$ cat config.mk
export PLATFORM = sky130hd
export DESIGN_NAME = i2c_responder
export DESIGN_NICKNAME = d
export VERILOG_FILES = /design/src/rtl/i2c_pkg.sv /design/src/rtl/i2c_line_sync.sv /design/src/rtl/i2c_responder.sv
export SDC_FILE = /design/constraint.sdc
export NUM_CORES = 1
export LEC_CHECK = 0
export CORE_MARGIN = 3
export CORE_UTILIZATION = 35
export DETAILED_ROUTE_END_ITERATION = 8
export SLEW_MARGIN = 20
export SYNTH_ARGS = -nofsm -noshare
export SYNTH_HDL_FRONTEND = slang
export SYNTH_HIERARCHICAL = 1
export SYNTH_SLANG_ARGS = --single-unit
$ cat constraint.sdc
create_clock -name Clock -period 2.7 [get_ports Clock]
set_clock_uncertainty 0.05 [all_clocks]
set_input_delay 0.27 -clock Clock [delete_from_list [all_inputs] [get_ports Clock]]
set_output_delay 0.27 -clock Clock [all_outputs]
set_load 0.02 [all_outputs]
$ cat src/rtl/i2c_pkg.sv
// Shared definitions for the I2C write-only responder: state encoding,
// default device address and the address-frame match helper.
package i2c_pkg;

    // Address used when the instantiating design does not override it.
    localparam logic [6:0] DEFAULT_DEVICE_ADDRESS = 7'h50;

    // Protocol position of the responder within a bus transaction.
    typedef enum logic [2:0] {
        ST_IDLE      = 3'd0,
        ST_ADDRESS   = 3'd1,
        ST_ADDR_ACK  = 3'd2,
        ST_DATA      = 3'd3,
        ST_DATA_ACK  = 3'd4,
        ST_IGNORE    = 3'd5
    } state_e;

    // A frame is ours only when the 7-bit address matches and it is a write;
    // reads are not supported, so a read to our address is treated as foreign.
    function automatic logic addr_frame_match(input logic [7:0] frame,
                                              input logic [6:0] dev_addr);
        return (frame[7:1] == dev_addr) && !frame[0];
    endfunction

endpackage

$ cat src/rtl/i2c_line_sync.sv
// Two-flop synchronizer for one raw bus line, plus single-cycle rise and
// fall pulses derived from the synchronized level.
module i2c_line_sync (
    input  logic Clock,
    input  logic Reset,
    input  logic i_line,
    output logic o_level,
    output logic o_rise,
    output logic o_fall
);

    logic r_meta;
    logic r_sync;
    logic r_prev;

    // Synchronizer chain plus one history flop for edge detection.
    always_ff @(posedge Clock or negedge Reset) begin
        // NOTE: reset to 1 (idle bus level) so releasing reset on a quiet bus
        // produces no phantom edge; state updates use <= so the chain shifts
        // one stage per clock regardless of statement order.
        if (!Reset) begin
            r_meta <= 1'b1;
            r_sync <= 1'b1;
            r_prev <= 1'b1;
        end else begin
            r_meta <= i_line;
            r_sync <= r_meta;
            r_prev <= r_sync;
        end
    end

    assign o_level = r_sync;
    assign o_rise  = r_sync & ~r_prev;
    assign o_fall  = ~r_sync & r_prev;

endmodule

$ cat src/rtl/i2c_responder.sv
// Write-only I2C responder: detects START/STOP, matches a 7-bit address,
// acknowledges address and data bytes, and presents each received byte
// on DataOut with a one-cycle DataValid pulse.
module i2c_responder
    import i2c_pkg::*;
#(
    parameter logic [6:0] DeviceAddress = DEFAULT_DEVICE_ADDRESS
) (
    input  logic       Clock,
    input  logic       Reset,
    input  logic       SCL,
    input  logic       SDA,
    output logic       SDAPullDown,
    output logic [7:0] DataOut,
    output logic       DataValid,
    output logic       Addressed,
    output logic       Busy
);

    // Synchronized bus lines and their edge pulses.
    logic w_scl;
    logic w_scl_rise;
    logic w_scl_fall;
    logic w_sda;
    logic w_sda_rise;
    logic w_sda_fall;

    i2c_line_sync u_scl_sync (
        .Clock   (Clock),
        .Reset   (Reset),
        .i_line  (SCL),
        .o_level (w_scl),
        .o_rise  (w_scl_rise),
        .o_fall  (w_scl_fall)
    );

    i2c_line_sync u_sda_sync (
        .Clock   (Clock),
        .Reset   (Reset),
        .i_line  (SDA),
        .o_level (w_sda),
        .o_rise  (w_sda_rise),
        .o_fall  (w_sda_fall)
    );

    // Bus conditions: SDA may only change while SCL is high for START/STOP.
    logic w_start;
    logic w_stop;
    assign w_start = w_sda_fall & w_scl;
    assign w_stop  = w_sda_rise & w_scl;

    // Registered state.
    state_e     r_state;
    logic [2:0] r_bit_cnt;
    logic [7:0] r_shift;
    logic       r_pull;
    logic [7:0] r_data_out;
    logic       r_data_valid;
    logic       r_addressed;
    logic       r_busy;

    // Next-state values.
    state_e     w_next_state;
    logic [2:0] w_next_bit_cnt;
    logic [7:0] w_next_shift;
    logic       w_next_pull;
    logic [7:0] w_next_data_out;
    logic       w_next_data_valid;
    logic       w_next_addressed;
    logic       w_next_busy;

    // Byte as it will look once the current SDA bit is shifted in.
    logic [7:0] w_frame;
    logic       w_last_bit;
    assign w_frame    = {r_shift[6:0], w_sda};
    assign w_last_bit = (r_bit_cnt == 3'd7);

    // Next-state and output decode; START outranks STOP, which outranks bit handling.
    always_comb begin
        // NOTE: every target gets a hold/default value first so no path through
        // the case statement leaves a signal unassigned and infers a latch.
        w_next_state      = r_state;
        w_next_bit_cnt    = r_bit_cnt;
        w_next_shift      = r_shift;
        w_next_pull       = r_pull;
        w_next_data_out   = r_data_out;
        w_next_data_valid = 1'b0;
        w_next_addressed  = r_addressed;
        w_next_busy       = r_busy;

        if (w_start) begin
            w_next_state     = ST_ADDRESS;
            w_next_bit_cnt   = 3'd0;
            w_next_pull      = 1'b0;
            w_next_addressed = 1'b0;
            w_next_busy      = 1'b1;
        end else if (w_stop) begin
            w_next_state     = ST_IDLE;
            w_next_bit_cnt   = 3'd0;
            w_next_pull      = 1'b0;
            w_next_addressed = 1'b0;
            w_next_busy      = 1'b0;
        end else begin
            unique case (r_state)
                ST_IDLE: begin
                    // Wait for START; all other bus activity is ignored.
                end

                ST_ADDRESS: begin
                    if (w_scl_rise) begin
                        w_next_shift   = w_frame;
                        w_next_bit_cnt = r_bit_cnt + 3'd1;
                        if (w_last_bit) begin
                            w_next_state = addr_frame_match(w_frame, DeviceAddress)
                                         ? ST_ADDR_ACK : ST_IGNORE;
                        end
                    end
                end

                ST_DATA: begin
                    if (w_scl_rise) begin
                        w_next_shift   = w_frame;
                        w_next_bit_cnt = r_bit_cnt + 3'd1;
                        if (w_last_bit) begin
                            w_next_data_out   = w_frame;
                            w_next_data_valid = 1'b1;
                            w_next_state      = ST_DATA_ACK;
                        end
                    end
                end

                ST_ADDR_ACK, ST_DATA_ACK: begin
                    // First SCL fall ends bit 8 and starts the ACK slot;
                    // the second one ends the ACK slot.
                    if (w_scl_fall) begin
                        if (!r_pull) begin
                            w_next_pull = 1'b1;
                        end else begin
                            w_next_pull  = 1'b0;
                            w_next_state = ST_DATA;
                            if (r_state == ST_ADDR_ACK) begin
                                w_next_addressed = 1'b1;
                            end
                        end
                    end
                end

                ST_IGNORE: begin
                    // Foreign address or read request: stay silent.
                end

                default: begin
                    w_next_state = ST_IDLE;
                    w_next_pull  = 1'b0;
                end
            endcase
        end
    end

    // Single clocked process holding FSM state, counter, shifter and outputs.
    always_ff @(posedge Clock or negedge Reset) begin
        if (!Reset) begin
            r_state      <= ST_IDLE;
            r_bit_cnt    <= 3'd0;
            r_shift      <= 8'h00;
            r_pull       <= 1'b0;
            r_data_out   <= 8'h00;
            r_data_valid <= 1'b0;
            r_addressed  <= 1'b0;
            r_busy       <= 1'b0;
        end else begin
            r_state      <= w_next_state;
            r_bit_cnt    <= w_next_bit_cnt;
            r_shift      <= w_next_shift;
            r_pull       <= w_next_pull;
            r_data_out   <= w_next_data_out;
            r_data_valid <= w_next_data_valid;
            r_addressed  <= w_next_addressed;
            r_busy       <= w_next_busy;
        end
    end

    assign SDAPullDown = r_pull;
    assign DataOut     = r_data_out;
    assign DataValid   = r_data_valid;
    assign Addressed   = r_addressed;
    assign Busy        = r_busy;

endmodule

==> flow_summary.yaml <==
sta:
  hold_viol_final: 0
  fin_setup_tns_ps: 0
  tightest_slew_ps: 402
  fmax_mhz: 443
  period_share: 0.836
  relSlewSlack: 0.732
  slew_violations: 0
  hold_slack_ps: 306
  finalSetupViolCount: 0
  rsz0062_at_grt: "false"
  min_period_ps: 2260
floorplanning:
  die_area_um2: 4670
  core_area_um2: 3690
  num_rows: 22
  die_y_um: 68.3
  start_util: 0.368
  num_io_pins: 16
  die_w_um: 68.3
clocking:
  clkSinkCount: 31
  clockRootBuffer: "clkbuf_8"
  clk_latency_ps: 290
  numCtsBuffers: 5
  clock_tree.buffer_depth: 2
  postCtsResizedCells: 0
  cts_tree: "built"
  cts.clk_slew.worst_paths_ps: 60
  holdBufCountCts: 0
  cts_max_level: 2
  post-cts-setup-buffers: 0
logic_synthesis:
  syn_area_um2: 1360
  synthMuxAreaShare: 0.157
  synth_top_area_cell: "dfrtp_1"
  synth_top_family_by_area: "multiplexers"
  synth.distinct_cells: 33
  syn-num-nets: 104
  async_reset_ff_frac: 1.00
  synthXorXnorAreaFrac: 0.0129
  synth_compound_gate_area_share: 0.0746
  synthCells: 98
  synthTopCellsByArea: "dfrtp_1 (46%), mux2_2 (12%), dfstp_2 (12%), mux2i_1 (2.2%), ha_1 (1.8%)"
  avgSynthCellArea_um2: 13.9
  synth-main-ff-cell: "dfrtp_1"
  yosysTopAreaCellShare: 0.460
  synth_fa_ha_area_frac: 0.0267
  synth_seq_area_share: 0.576
  synth_edf_count: 0
  ys_ff_latch: 31
  synthSimpleGateAreaFrac: 0.119
  yosys_warnings: 6
routing:
  postRouteAntennaNets: 0
  drc_errors: 0
  drt-total-wl_um: 2230
  wire_per_inst_um: 13.4
  routed_via_density: 4.83
  drtIter0Drc: 46
  vias: 801
  drt_pre_antenna_iters: 3
worst_hold_path:
  hold_path_class: "reg2reg"
  min_path_cells: 0
placed_design:
  port_buffers: 15
  postPlaceCellArea_um2: 1550
  place_inst: 158
  dp_hpwl_um: 1500
  gp_congestion: 0.772
global_routing:
  grt_use_met2: 0.179
  antenna_found_initial: 0
  grtUsageMet3: 0.0460
  grt_busiest_layer: "met2"
  track_usage: 0.121
  use_met1: 0.140
  grt_overflow: 0
  grt_max_degree: 32
  grt_pass1_vias: 833
  grt_pass1_wl_um: 3950
cells_and_area:
  final_common_cell: "dfrtp_1"
  layout-drive-gt1-share: 0.339
  area.growth.synth_to_final_pct: 23.6
  final-instance-count-excl-fill: 166
  fin_area_um2: 1680
  final_cell_mix: "dfrtp_1 (25), mux2_2 (15), clkdlybuf4s50_1 (15)"
  diodes: 0
  nNetsFinal: 123
  fill_cells: 358
run_status:
  status: "completed"
power:
  power_frac_seq: 0.444
  switching_share: 0.262
  ir_drop_v: 0.000380
  powerDensity_nw_per_um2: 875
  power.leakage_nw: 0.808
  switchingPower_mw: 0.385
  combPwrFrac: 0.189
  power.internal_mw: 1.08
  pwr-share-clk: 0.368
  total_power_mw: 1.47
critical_path:
  worstSetupPathType: "reg2reg"
  crit_fanout: 9
  crit_path_end_kind: "flop"
  critPathLaunchType: "flop"
  worstPathRequired_ps: 2820
  cp.arrival_ps: 2380
  rr_worst_depth: 5
run:
  maxCapViolations: 0
cells in the mapped netlist, drive strengths merged, types with 2 or more instances:
cell type / n
a21oi: 4
a22o: 2
and2b: 2
and3: 2
and3b: 2
buf: 5
dfrtp: 25
dfstp: 6
ha: 2
inv: 2
mux2: 16
mux2i: 3
nand2: 2
nor2: 6
nor2b: 4
xor2: 2
critical path, cell delays in order (launching register included):
cell and delay, ps:
dfstp_2 560, and2b_2 230, o21a_1 220, nor2_4 240, and3_1 450, mux2_2 390
kinds of logic (layout without fill, tap and decap cells):
logic type,Yosys count,after routing
fa+ha+maj,3,3
buf+inv,7,27
xor+xnor,2,2
simple gates,24,24
flops,31,31
mux,19,19
compound gates,12,12
registers in the layout, indices dropped and copies added (netlist names):
register,cells
Addressed,1
Busy,1
u_sda_sync/r_prev,1
SDAPullDown,1
r_shift,7
u_sda_sync/r_meta,1
u_scl_sync/r_meta,1
DataOut,8
u_scl_sync/o_level,1
DataValid,1
u_sda_sync/o_level,1
u_scl_sync/r_prev,1
r_bit_cnt,3
r_state,3
power by group through the flow:
| stage | registers [mW] | clock network [mW] | logic (mW) |
|---|---|---|---|
| final | 0.652 | 0.540 | 0.277 |
| after global routing | 0.669 | 0.576 | 0.308 |
| after CTS | 0.652 | 0.551 | 0.282 |
| after detailed placement | 0.660 | 0 | 0.280 |
| after global placement | 0.655 | 0 | 0.276 |
| after floorplan | 0.611 | 0 | 0.264 |
final cells by class:
| class | count | area (µm²) | share of cell area |
|---|---|---|---|
| Timing Repair Buffer | 17 | 165 | 0.0984 |
| Inverter | 2 | 7.51 | 0.00447 |
| Tap cell | 48 | 60.1 | 0.0358 |
| Clock buffer | 6 | 72.6 | 0.0432 |
| Sequential cell | 31 | 783 | 0.466 |
| Multi-Input combinational cell | 60 | 531 | 0.316 |
| Clock inverter | 2 | 60.1 | 0.0358 |
per-stage QoR:
step | setup slack (ps) | util
global route | 251 | 0.455
detailed placement | 397 | 0.419
CTS | 393 | 0.455
floorplan | 588 | -
finish | 442 | 0.455
global placement | 478 | 0.419
worst paths after layout:
check,startpoint,endpoint,slack (ps)
worst max-delay path,u_sda_sync/o_level$_DFF_PN1_,DataOut[5]$_DFFE_PN0P_,440
worst min-delay path,u_scl_sync/r_meta$_DFF_PN1_,u_scl_sync/o_level$_DFF_PN1_,310
worst max register to register,u_sda_sync/o_level$_DFF_PN1_,DataOut[5]$_DFFE_PN0P_,440
worst min register to register,u_scl_sync/r_meta$_DFF_PN1_,u_scl_sync/o_level$_DFF_PN1_,310
max in group asynchronous,Reset,u_sda_sync/r_meta$_DFF_PN1_,1960
min in group asynchronous,Reset,SDAPullDown$_DFFE_PN0P_,320
layer usage:
layer,routed length [µm],vias to the layer above
li1,-,383
met1,999,397
met2,1060,14
met3,112,7
met4,57,0
met5,0,-
Power figures use the tool's default switching activity.
